$ cat config.mk
export PLATFORM = sky130hd
export DESIGN_NAME = uart_rx
export DESIGN_NICKNAME = d
export VERILOG_FILES = /design/src/rtl/uart_rx.sv
export SDC_FILE = /design/constraint.sdc
export NUM_CORES = 1
export LEC_CHECK = 0
export CAP_MARGIN = 20
export CORE_MARGIN = 1
export CORE_UTILIZATION = 45
export CTS_BUF_LIST = sky130_fd_sc_hd__clkbuf_8
export CTS_CLUSTER_SIZE = 10
export DETAILED_ROUTE_END_ITERATION = 7
export SYNTH_ARGS = -nofsm -noshare
export SYNTH_HDL_FRONTEND = slang
export SYNTH_SLANG_ARGS = --single-unit
$ cat constraint.sdc
create_clock -name clk -period 2.4 [get_ports clk]
set_clock_uncertainty 0.15 [all_clocks]
set_input_delay 0.24 -clock clk [delete_from_list [all_inputs] [get_ports clk]]
set_output_delay 0.24 -clock clk [all_outputs]
set_load 0.02 [all_outputs]
$ cat src/rtl/uart_rx.sv
// uart_rx: 8N1 serial receiver with a one-deep valid/ready output register.
// The rx pin is oversampled at the system clock, double-synchronized, and each
// bit is sampled at the centre of its cell. The stop bit is checked: a low stop
// bit gives a framing-error pulse. A byte that completes while the holding
// register is still full gives an overrun pulse.
module uart_rx #(
  parameter int MAIN_CLK = 12000000,
  parameter int BAUD     = 115200
) (
  input  logic       clk,
  input  logic       reset_,
  input  logic       rx,
  output logic [7:0] data_out,
  output logic       data_out_valid,
  input  logic       data_out_ready,
  output logic       frame_err,
  output logic       overrun
);

  // Clocks per bit cell and half cell; the start bit is qualified mid-cell.
  localparam int CPB  = MAIN_CLK / BAUD;
  localparam int HALF = CPB / 2;
  localparam int TW   = (CPB > 2) ? $clog2(CPB) : 1;

  localparam logic [TW-1:0] TICK_LAST = TW'(CPB - 1);
  localparam logic [TW-1:0] TICK_HALF = TW'(HALF - 1);
  localparam logic [TW-1:0] TICK_ONE  = TW'(1);

  // Receiver states.
  localparam logic [2:0] S_IDLE  = 3'd0;
  localparam logic [2:0] S_START = 3'd1;
  localparam logic [2:0] S_DATA  = 3'd2;
  localparam logic [2:0] S_STOP  = 3'd3;
  localparam logic [2:0] S_BREAK = 3'd4;

  logic          r_sync1;
  logic          r_rx_s;
  logic [2:0]    r_state;
  logic [TW-1:0] r_tick;
  logic [2:0]    r_bitcnt;
  logic [7:0]    r_shift;
  logic [7:0]    r_data;
  logic          r_valid;
  logic          r_frame_err;
  logic          r_overrun;

  logic          w_tick_last;
  logic          w_tick_half;
  logic          w_stop_edge;
  logic          w_deliver;
  logic          w_frame_bad;
  logic          w_accept;
  logic          w_load;

  assign w_tick_last = (r_tick == TICK_LAST);
  assign w_tick_half = (r_tick == TICK_HALF);

  // The stop bit is judged on the last tick of its cell.
  assign w_stop_edge = (r_state == S_STOP) && w_tick_last;
  assign w_deliver   = w_stop_edge && r_rx_s;
  assign w_frame_bad = w_stop_edge && !r_rx_s;

  // The consumer takes the current byte this edge.
  assign w_accept    = r_valid && data_out_ready;

  // A new byte may be loaded if the holder is empty or is being emptied now.
  assign w_load      = w_deliver && (!r_valid || data_out_ready);

  assign data_out       = r_data;
  assign data_out_valid = r_valid;
  assign frame_err      = r_frame_err;
  assign overrun        = r_overrun;

  // Two-flop synchronizer for the asynchronous rx pin; idles high.
  always_ff @(posedge clk or negedge reset_) begin
    if (!reset_) begin
      r_sync1 <= 1'b1;
      r_rx_s  <= 1'b1;
    end else begin
      r_sync1 <= rx;
      r_rx_s  <= r_sync1;
    end
  end

  // Frame sequencer: start qualification, bit timing and stop/break handling.
  always_ff @(posedge clk or negedge reset_) begin
    if (!reset_) begin
      r_state  <= S_IDLE;
      r_tick   <= '0;
      r_bitcnt <= '0;
    end else begin
      case (r_state)
        S_IDLE: begin
          if (!r_rx_s) begin
            r_tick  <= '0;
            r_state <= S_START;
          end
        end
        S_START: begin
          if (w_tick_half) begin
            if (!r_rx_s) begin
              r_tick   <= '0;
              r_bitcnt <= '0;
              r_state  <= S_DATA;
            end else begin
              // Line went back high before mid-cell: a glitch, not a start bit.
              r_state <= S_IDLE;
            end
          end else begin
            r_tick <= r_tick + TICK_ONE;
          end
        end
        S_DATA: begin
          if (w_tick_last) begin
            r_tick   <= '0;
            r_bitcnt <= r_bitcnt + 3'd1;
            if (r_bitcnt == 3'd7) begin
              r_state <= S_STOP;
            end
          end else begin
            r_tick <= r_tick + TICK_ONE;
          end
        end
        S_STOP: begin
          if (w_tick_last) begin
            r_tick  <= '0;
            // Returning to IDLE on the stop sample keeps back-to-back frames
            // aligned; a low stop waits out the held-low line in BREAK.
            r_state <= r_rx_s ? S_IDLE : S_BREAK;
          end else begin
            r_tick <= r_tick + TICK_ONE;
          end
        end
        S_BREAK: begin
          if (r_rx_s) begin
            r_state <= S_IDLE;
          end
        end
        default: begin
          r_state <= S_IDLE;
          r_tick  <= '0;
        end
      endcase
    end
  end

  // Shift register: capture each data bit, LSB first, at its cell centre.
  always_ff @(posedge clk or negedge reset_) begin
    if (!reset_) begin
      r_shift <= 8'h00;
    end else if ((r_state == S_DATA) && w_tick_last) begin
      r_shift[r_bitcnt] <= r_rx_s;
    end
  end

  // Output holding register with valid/ready handshake and error pulses.
  always_ff @(posedge clk or negedge reset_) begin
    if (!reset_) begin
      r_data      <= 8'h00;
      r_valid     <= 1'b0;
      r_frame_err <= 1'b0;
      r_overrun   <= 1'b0;
    end else begin
      r_frame_err <= w_frame_bad;
      r_overrun   <= w_deliver && !w_load;
      if (w_load) begin
        // Covers the simultaneous accept-and-deliver case: valid stays high.
        r_data  <= r_shift;
        r_valid <= 1'b1;
      end else if (w_accept) begin
        r_valid <= 1'b0;
      end
    end
  end

endmodule

== Yosys cells after proc, flatten, opt, wreduce, memory -nomap -nowiden ==
Cells that the tools add are included.

* Register bits: 34
* Output and inout bits: 11
* Word-level logic and storage cells: 68

* Magnitude comparators: 2
* Equality and inequality tests: 14
* Muxes and demuxes: 22
* $add $sub $neg: 2
* Reduce and logical (&&, ||, !) cells: 18

{| class="wikitable"
|+ Operator list
! operator !! count
|-
| two-way mux 3 bit || 10
|-
| case mux 7 bit (4 select lines) || 1
|-
| two-way mux 7 bit || 3
|-
| case mux 3 bit (5 select lines) || 1
|-
| != test 2 bit, second input constant || 7
|-
| bitwise mux 8 bit || 1
|-
| logical AND 1 bit || 8
|-
| adder 7 x 1 -> 7 bit, second input constant || 1
|-
| == test 7 x 6 -> 1 bit, second input constant || 1
|-
| == test 7 bit, second input constant || 1
|-
| == test 3 x 2 -> 1 bit, second input constant || 2
|-
| == test 3 bit, second input constant || 2
|-
| case mux 3 bit (2 select lines) || 1
|-
| AND reduction 6 bit || 1
|-
| < comparator 3 x 4 -> 1 bit, second input constant || 1
|-
| AND reduction 4 bit || 1
|-
| nonzero test 2 bit || 2
|-
| adder 3 x 1 -> 3 bit, second input constant || 1
|-
| demux 1 bit (select 3 bit) || 1
|-
| == test 3 x 1 -> 1 bit, second input constant || 1
|-
| >= comparator 3 x 1 -> 1 bit, second input constant || 1
|-
| logical NOT 1 bit || 3
|-
| logical NOT 3 bit || 1
|-
| two-way mux 1 bit || 3
|-
| other kinds (3) || 3
|}

== Depth between registers and ports, before layout ==
Gate-level depths: netlist of the first run.

* Word-level depth: 6
* Gate-level depth with buffers: 7

== Worst setup path after synthesis of the first run ==
OpenSTA, ideal clock, no wires.

* Path kind: register -> register
* Start point: reg r_tick[0]
* End point: reg r_data[0] (netlist: data_out[0])
* Cell stages (with the launch flop): 8
* Library setup time: 0.128 ns
* Arrival: 1.647 ns
* Slack: 0.476 ns
* Path through: dfrtp_1 > ha_1 > and2_1 > buf_2 > and2_1 > and3_1 > buf_2 > mux2_1

* Cells in the longest elaborated chain, start to end: 4

{| class="wikitable"
|+ Ends and longest elaborated chain
! element !! RTL line !! text
|-
| from (decl) || 39 || <nowiki>logic [TW-1:0] r_tick;</nowiki>
|-
| from (signal assigned) || 110 || <nowiki>r_tick <= r_tick + TICK_ONE;</nowiki>
|-
| from (signal assigned) || 121 || <nowiki>r_tick <= r_tick + TICK_ONE;</nowiki>
|-
| from (signal assigned) || 131 || <nowiki>r_tick <= r_tick + TICK_ONE;</nowiki>
|-
| == test 7 bit || 55 || <nowiki>assign w_tick_last = (r_tick == TICK_LAST);</nowiki>
|-
| logical AND 1 bit || 59 || <nowiki>assign w_stop_edge = (r_state == S_STOP) && w_tick_last;</nowiki>
|-
| logical AND 1 bit || 60 || <nowiki>assign w_deliver = w_stop_edge && r_rx_s;</nowiki>
|-
| logical AND 1 bit || 67 || <nowiki>assign w_load = w_deliver && (!r_valid || data_out_ready);</nowiki>
|-
| to (signal assigned) || 168 || <nowiki>r_data <= r_shift;</nowiki>
|-
| to (decl) || 42 || <nowiki>logic [7:0] r_data;</nowiki>
|}

Every way passes these cells.
A chain may end at the register's enable or synchronous reset.

== Worst setup path in the final report of the first run ==
Ends and elaborated chain as after synthesis.

==> results by group, run 1 <==
Global route
  • Number of global-route vias before repair: around 1200
  • Initial antenna violation count: 0
  • GR Util All Layers: roughly 18%
  • First-pass GRT wire length: approximately 5.7 mm
  • GRT overflow: 0
  • Maximum number of pins on one net before global-route repair: 22

Setup path
  • Crit end category: flop
  • Arrival @ worst endpoint: between 2 and 2.5 ns
  • Startpoint types: flop
  • CP max FO: 8
  • CP Class: flop to flop
  • WP data required: roughly 2.4 ns

Run
  • Maxcap violations: 0

Power
  • Switching Fraction: a little under a fifth
  • Int Pwr: approximately 1 mW
  • Sequential Power Share: between 40% and 50%
  • Net switching power: roughly 0.23 mW
  • P_leak: ~0.9 nW
  • Pwr per Cell Area: 612 mW/mm^2
  • Worst VDD drop: a little under 500 uV
  • Comb power frac: 1.8%
  • Clock Power Share: roughly half
  • Tot Pwr: 1.23 mW

Die
  • I/O pins: 15
  • Row cnt: 21
  • Full die area: 0.00399 mm^2
  • Die Y-Extent: between 60 and 70 um
  • Initial Util: roughly 48%
  • Chip width: between 60 and 70 um
  • Core outline area: ~0.0035 mm^2

Route
  • Vias per inst: approximately 5.6
  • Detailed-route via count: ~1200
  • Drt total wl: 3.04 mm
  • Routed Antenna Nets: 0
  • WL per Instance: around 15 um
  • Drt initial violations: 45
  • Drt drc: 0
  • Pre-Repair DR Iteration Count: 4

Timing
  • FMAX: 468 MHz
  • Final-report max-slew violation count: 0
  • Post-Route Setup TNS: 0 ns
  • Setup-failing EPs final: 0
  • Tcrit/Tclk final: around nine tenths
  • Slew HR: between 50% and 60%
  • Fin. Hold Viols: 0
  • RSZ-0062 raised after global routing: no
  • Worst slew pin tran: 0.682 ns
  • Min Tclk post-route: between 2 and 2.5 ns

Placement
  • Detailed-placement wirelength estimate: 2.12 mm
  • Final GP Congestion: approximately 0.80
  • # port buffers: 14

Synth
  • Yosys warns: 0
  • Largest cells by area after synthesis: dfrtp_1 48%, mux2_1 10%, dfstp_2 3.1%, o21ai_0 2.4%, ha_1 2.2%
  • Unique masters post-synth: 45
  • Syn avg cell area: ~12 um^2
  • Top_reg_cell synth: dfrtp_1
  • Synth area leader: dfrtp_1
  • Syn Nets: 151
  • Register area share after synthesis: roughly 51%
  • Cells after Synth: around 140
  • Asr flop ratio synth: 100%
  • Mapped Area: between 0.0015 and 0.002 mm^2
  • Post-synth EDFFs: 0
  • Synth top area share: 47.6%
  • #FFs+latches synth: 34

Cells and area
  • Final-stage net count: ~170
  • Most frequent cells in the layout: 32 x dfrtp_1, 15 x mux2_1, 14 x clkdlybuf4s50_1
  • Commonest non-fill, non-tap cell in the layout: dfrtp_1
  • Share of cells above drive strength 1: 13.8%
  • N_diodes: 0
  • Layout overhead on the synthesized area: 19.2%

Status
  • Outcome: finished, final reports clean

Clock tree
  • CTS buffer count: 5
  • CTS max path bufs: 2
  • H-tree depth: 2
  • Clock transition at path regs: about 0.070 ns
  • Clk sink count: 34
  • Root Driver: clkbuf_8
  • CTS resizes: 0
  • Worst-Skew Late Latency: 0.28 ns
  • CTS tree: built
  • # hold bufs at CTS: 0
  • Setup Buffers After CTS: 0

Min path
  • Hold WC Path Type: primary input to flop
==> layout make-up <==
type | instances | area [um^2]
clock buffer | 5 | 68.8
clock inverter | 3 | 68.8
fill | 314 | 1460
inverter | 6 | 36.3
multi-input combinational | 95 | 752
sequential | 34 | 853
tap | 46 | 57.6
timing repair buffer | 16 | 168
==> layer usage <==
metal	wire (um)	vias to the layer above	global-route usage, %
met5	0	-	0
met4	38	0	6.10
met2	1330	30	26.5
li1	-	558	-
met1	1540	558	26.5
met3	128	5	4.89
==> logic make-up after synthesis <==
kind of cell | count (synthesis) | share of synthesized area [%]
fa+ha+maj | 3 | 2.23
mux | 18 | 12.0
compound gates | 27 | 11.6
flops | 34 | 50.7
simple gates | 47 | 18.9
buf+inv | 15 | 4.54
==> state kept, by name, indices dropped and copies added (netlist names) <==
name	cells
data_out	8
data_out_valid	1
r_tick	7
r_state	3
overrun	1
r_bitcnt	3
frame_err	1
r_sync1	1
r_rx_s	1
r_shift	8
==> Yosys cell counts (2+ instances only) <==
cell type and instances:
nor4b_2 2, and2_1 2, dfstp_2 2, nand4b_1 2, and4_1 2, o22ai_1 2, o21ai_0 8, a21oi_1 5
nand2b_1 2, a22o_1 3, and3_1 3, and4bb_4 2, clkbuf_1 4, dfrtp_1 32, buf_1 2, ha_1 3
nand2_1 6, mux2_1 15, buf_2 2, nor2b_1 2, nand3_1 2, nor2_1 7, mux2_2 2, nand4_1 5
nor3_1 2, inv_1 5, nor4_1 2
==> path summary, 6_finish.rpt <==
path,start,to,slack [ns],depth (start not counted)
max,r_tick[0],data_out[0],0.26,5
min,rx,r_sync1,0.21,1
max reg2reg,r_tick[0],data_out[0],0.26,5
min reg2reg,r_sync1,r_rx_s,0.21,0
max in group asynchronous,reset_,data_out[2],1.35,2
min in group asynchronous,reset_,r_tick[3],0.22,1
==> through the flow <==
step	cell area (um^2)	instances	setup slack, ns	hold slack, ns	util, %
floorplan	1680	144	0.476	-0.206	-
global placement	1870	197	0.309	0.200	53.8
detailed placement	1870	197	0.245	0.200	53.8
CTS	2000	205	0.236	0.203	57.8
global route	2000	205	0.112	0.214	57.8
finish	2000	205	0.261	0.209	57.8
==> power groups by stage <==
stage                     Clock, mW  Combinational, mW  Sequential [mW]
after floorplan                   0            0.00402            0.588
after global placement            0             0.0224            0.591
after detailed placement          0             0.0228            0.591
after CTS                     0.642             0.0228            0.580
after global routing          0.665             0.0255            0.580
final                         0.626             0.0217            0.580
==> critical path, cell delays in order (launching register included) <==
cell and delay, ns:
dfrtp_1 0.38, ha_1 0.21, and2_1 0.29, and2_1 0.20, and3_1 0.41, mux2_1 0.37
Note: power is estimated with default switching activity, not from simulation.
==> run 2: changes to the inputs <==
- SETUP_SLACK_MARGIN: not set -> 0.15
==> results by group, run 2 (synthesis results as in run 1) <==
Status
  • Outcome: finished, final reports clean

Route
  • Pre-Repair DR Iteration Count: 4 (unchanged)
  • Routed Antenna Nets: 0 (unchanged)
  • Drt initial violations: 52 (+16%)
  • WL per Instance: 14.8 um (-0.26%)
  • Drt drc: 0 (unchanged)
  • Vias per inst: 5.55 (-1.2%)
  • Drt total wl: 3.03 mm (-0.26%)
  • Detailed-route via count: 1137 (-1.2%)

Power
  • Worst VDD drop: 486 uV (about the same)
  • Pwr per Cell Area: 612 mW/mm^2 (-0.14%)
  • P_leak: 0.916 nW (about the same)
  • Tot Pwr: 1.23 mW (about the same)
  • Comb power frac: 1.8% (about the same)
  • Int Pwr: 1.00 mW (about the same)
  • Clock Power Share: 51.0% (about the same)
  • Switching Fraction: 18.4% (-0.064 points)
  • Sequential Power Share: 47.3% (about the same)
  • Net switching power: 0.226 mW (-0.42%)

Setup path
  • WP data required: 2.43 ns (+0.02 ns)
  • Arrival @ worst endpoint: 2.11 ns (-0.04 ns)
  • CP max FO: 8 (unchanged)
  • Crit end category: flop
  • Startpoint types: flop
  • CP Class: flop to flop

Placement
  • Final GP Congestion: 0.804 (unchanged)
  • # port buffers: 14 (unchanged)
  • Cell count after placement: 197 (unchanged)
  • Detailed-placement wirelength estimate: 2.12 mm (unchanged)

Min path
  • Hold WC Path Type: flop to flop

Global route
  • GRT overflow: 0 (unchanged)
  • First-pass GRT wire length: 5.66 mm (unchanged)
  • Maximum number of pins on one net before global-route repair: 22 (unchanged)
  • Initial antenna violation count: 0 (unchanged)
  • GR Util All Layers: 18.3% (unchanged)
  • Number of global-route vias before repair: 1160 (unchanged)

Cells and area
  • Most frequent cells in the layout: 32 x dfrtp_1, 15 x mux2_1, 14 x clkdlybuf4s50_1
  • Register area: 853 um^2 (unchanged)
  • Final-stage net count: 165 (unchanged)
  • Utilization after layout: 57.8% (about the same)
  • Non-Filler Instances: 205 (unchanged)
  • Share of cells above drive strength 1: 14.5% (+0.63 points)
  • Fill cell count: 313 (-0.32%)
  • Area of the multi-input gates: 753 um^2 (+0.17%)
  • Layout overhead on the synthesized area: 19.3% (about the same)
  • N_diodes: 0 (unchanged)
  • Commonest non-fill, non-tap cell in the layout: dfrtp_1

Timing
  • Worst slew pin tran: 0.681 ns (-0.00135 ns)
  • Slew HR: 54.5% (+0.090 points)
  • Post-Route Setup TNS: 0 ns (unchanged)
  • FMAX: 481 MHz (+2.9%)
  • Setup-failing EPs final: 0 (unchanged)
  • Final-report max-slew violation count: 0 (unchanged)
  • Tcrit/Tclk final: 86.6% (-2.5 points)
  • Hold_ws: 0.210 ns (+0.00123 ns)
  • Fin. Hold Viols: 0 (unchanged)
  • Min Tclk post-route: 2.08 ns (-0.0601 ns)
  • RSZ-0062 raised after global routing: no

Clock tree
  • Worst-Skew Late Latency: 0.28 ns (about the same)
  • CTS max path bufs: 2 (unchanged)
  • H-tree depth: 2 (unchanged)
  • Clock transition at path regs: 0.07 ns (about the same)
  • Clk sink count: 34 (unchanged)
  • CTS buffer count: 5 (unchanged)
  • CTS tree: built
  • Root Driver: clkbuf_8

Die
  • Full die area: 0.00399 mm^2 (unchanged)
  • Initial Util: 48.5% (unchanged)
  • Row cnt: 21 (unchanged)
  • Chip width: 63.1 um (unchanged)
  • Core outline area: 0.00347 mm^2 (unchanged)
  • Die Y-Extent: 63.1 um (unchanged)
  • I/O pins: 15 (unchanged)

Run
  • Maxcap violations: 0 (unchanged)
==> run 2: timing repair <==
| item | CTS | global route |
|---|---|---|
| hold buffers | 0 | 0 |
| setup buffers | 0 | 0 |
| endpoints found under the setup margin | 0 | 9 |
| gates resized for setup | 0 | 1 |
==> run 2: power groups by stage <==
stage          Clock (mW)  Sequential [mW]  Combinational [mW]
3_3_place_gp            0            0.591              0.0224
6_report            0.625            0.580              0.0217
5_1_grt             0.665            0.580              0.0255
4_1_cts             0.642            0.580              0.0228
3_5_place_dp            0            0.591              0.0228
2_1_floorplan           0            0.588             0.00402
==> run 2: per-stage QoR <==
| step | area, um^2 | worst slack, ns |
|---|---|---|
| after CTS | 2000 | 0.236 |
| final | 2010 | 0.321 |
| after global routing | 2010 | 0.182 |
| after floorplan | 1680 | 0.476 |
| after global placement | 1870 | 0.309 |
| after detailed placement | 1870 | 0.245 |
==> run 2: routing by layer <==
layer | vias to the layer above | global-route usage [%] | wire (um) | share of wire (%)
met5 | - | 0 | 0 | 0
met4 | 0 | 6.10 | 38 | 1.3
met3 | 5 | 4.89 | 109 | 3.6
met2 | 23 | 26.5 | 1330 | 44
met1 | 551 | 26.5 | 1550 | 51
li1 | 558 | - | - | -
==> run 2: critical path, stage by stage (launching register included) <==
cell	delay, ns
dfrtp_1	0.40
ha_1	0.24
and2_1	0.25
a21oi_1	0.47
nor2_1	0.18
a221oi_1	0.30
==> run 2: path summary, 6_finish.rpt <==
check | from | to | slack (ns) | cells after the start
max | r_tick[0] | r_tick[3] | 0.32 | 5
max reg2reg | r_tick[0] | r_tick[3] | 0.32 | 5
min reg2reg | r_sync1 | r_rx_s | 0.21 | 0
min | r_sync1 | r_rx_s | 0.21 | 0
max in group asynchronous | reset_ | data_out[2] | 1.35 | 2
min in group asynchronous | reset_ | r_tick[3] | 0.22 | 1
==> run 2: layout make-up <==
class                   instances  area share (%)
clock buffers                   5            3.43
clock inverters                 3            3.43
inverters                       6            1.81
multi-input cells              95            37.6
flip-flops and latches         34            42.5
well taps                      46            2.87
repair buffers                 16            8.36
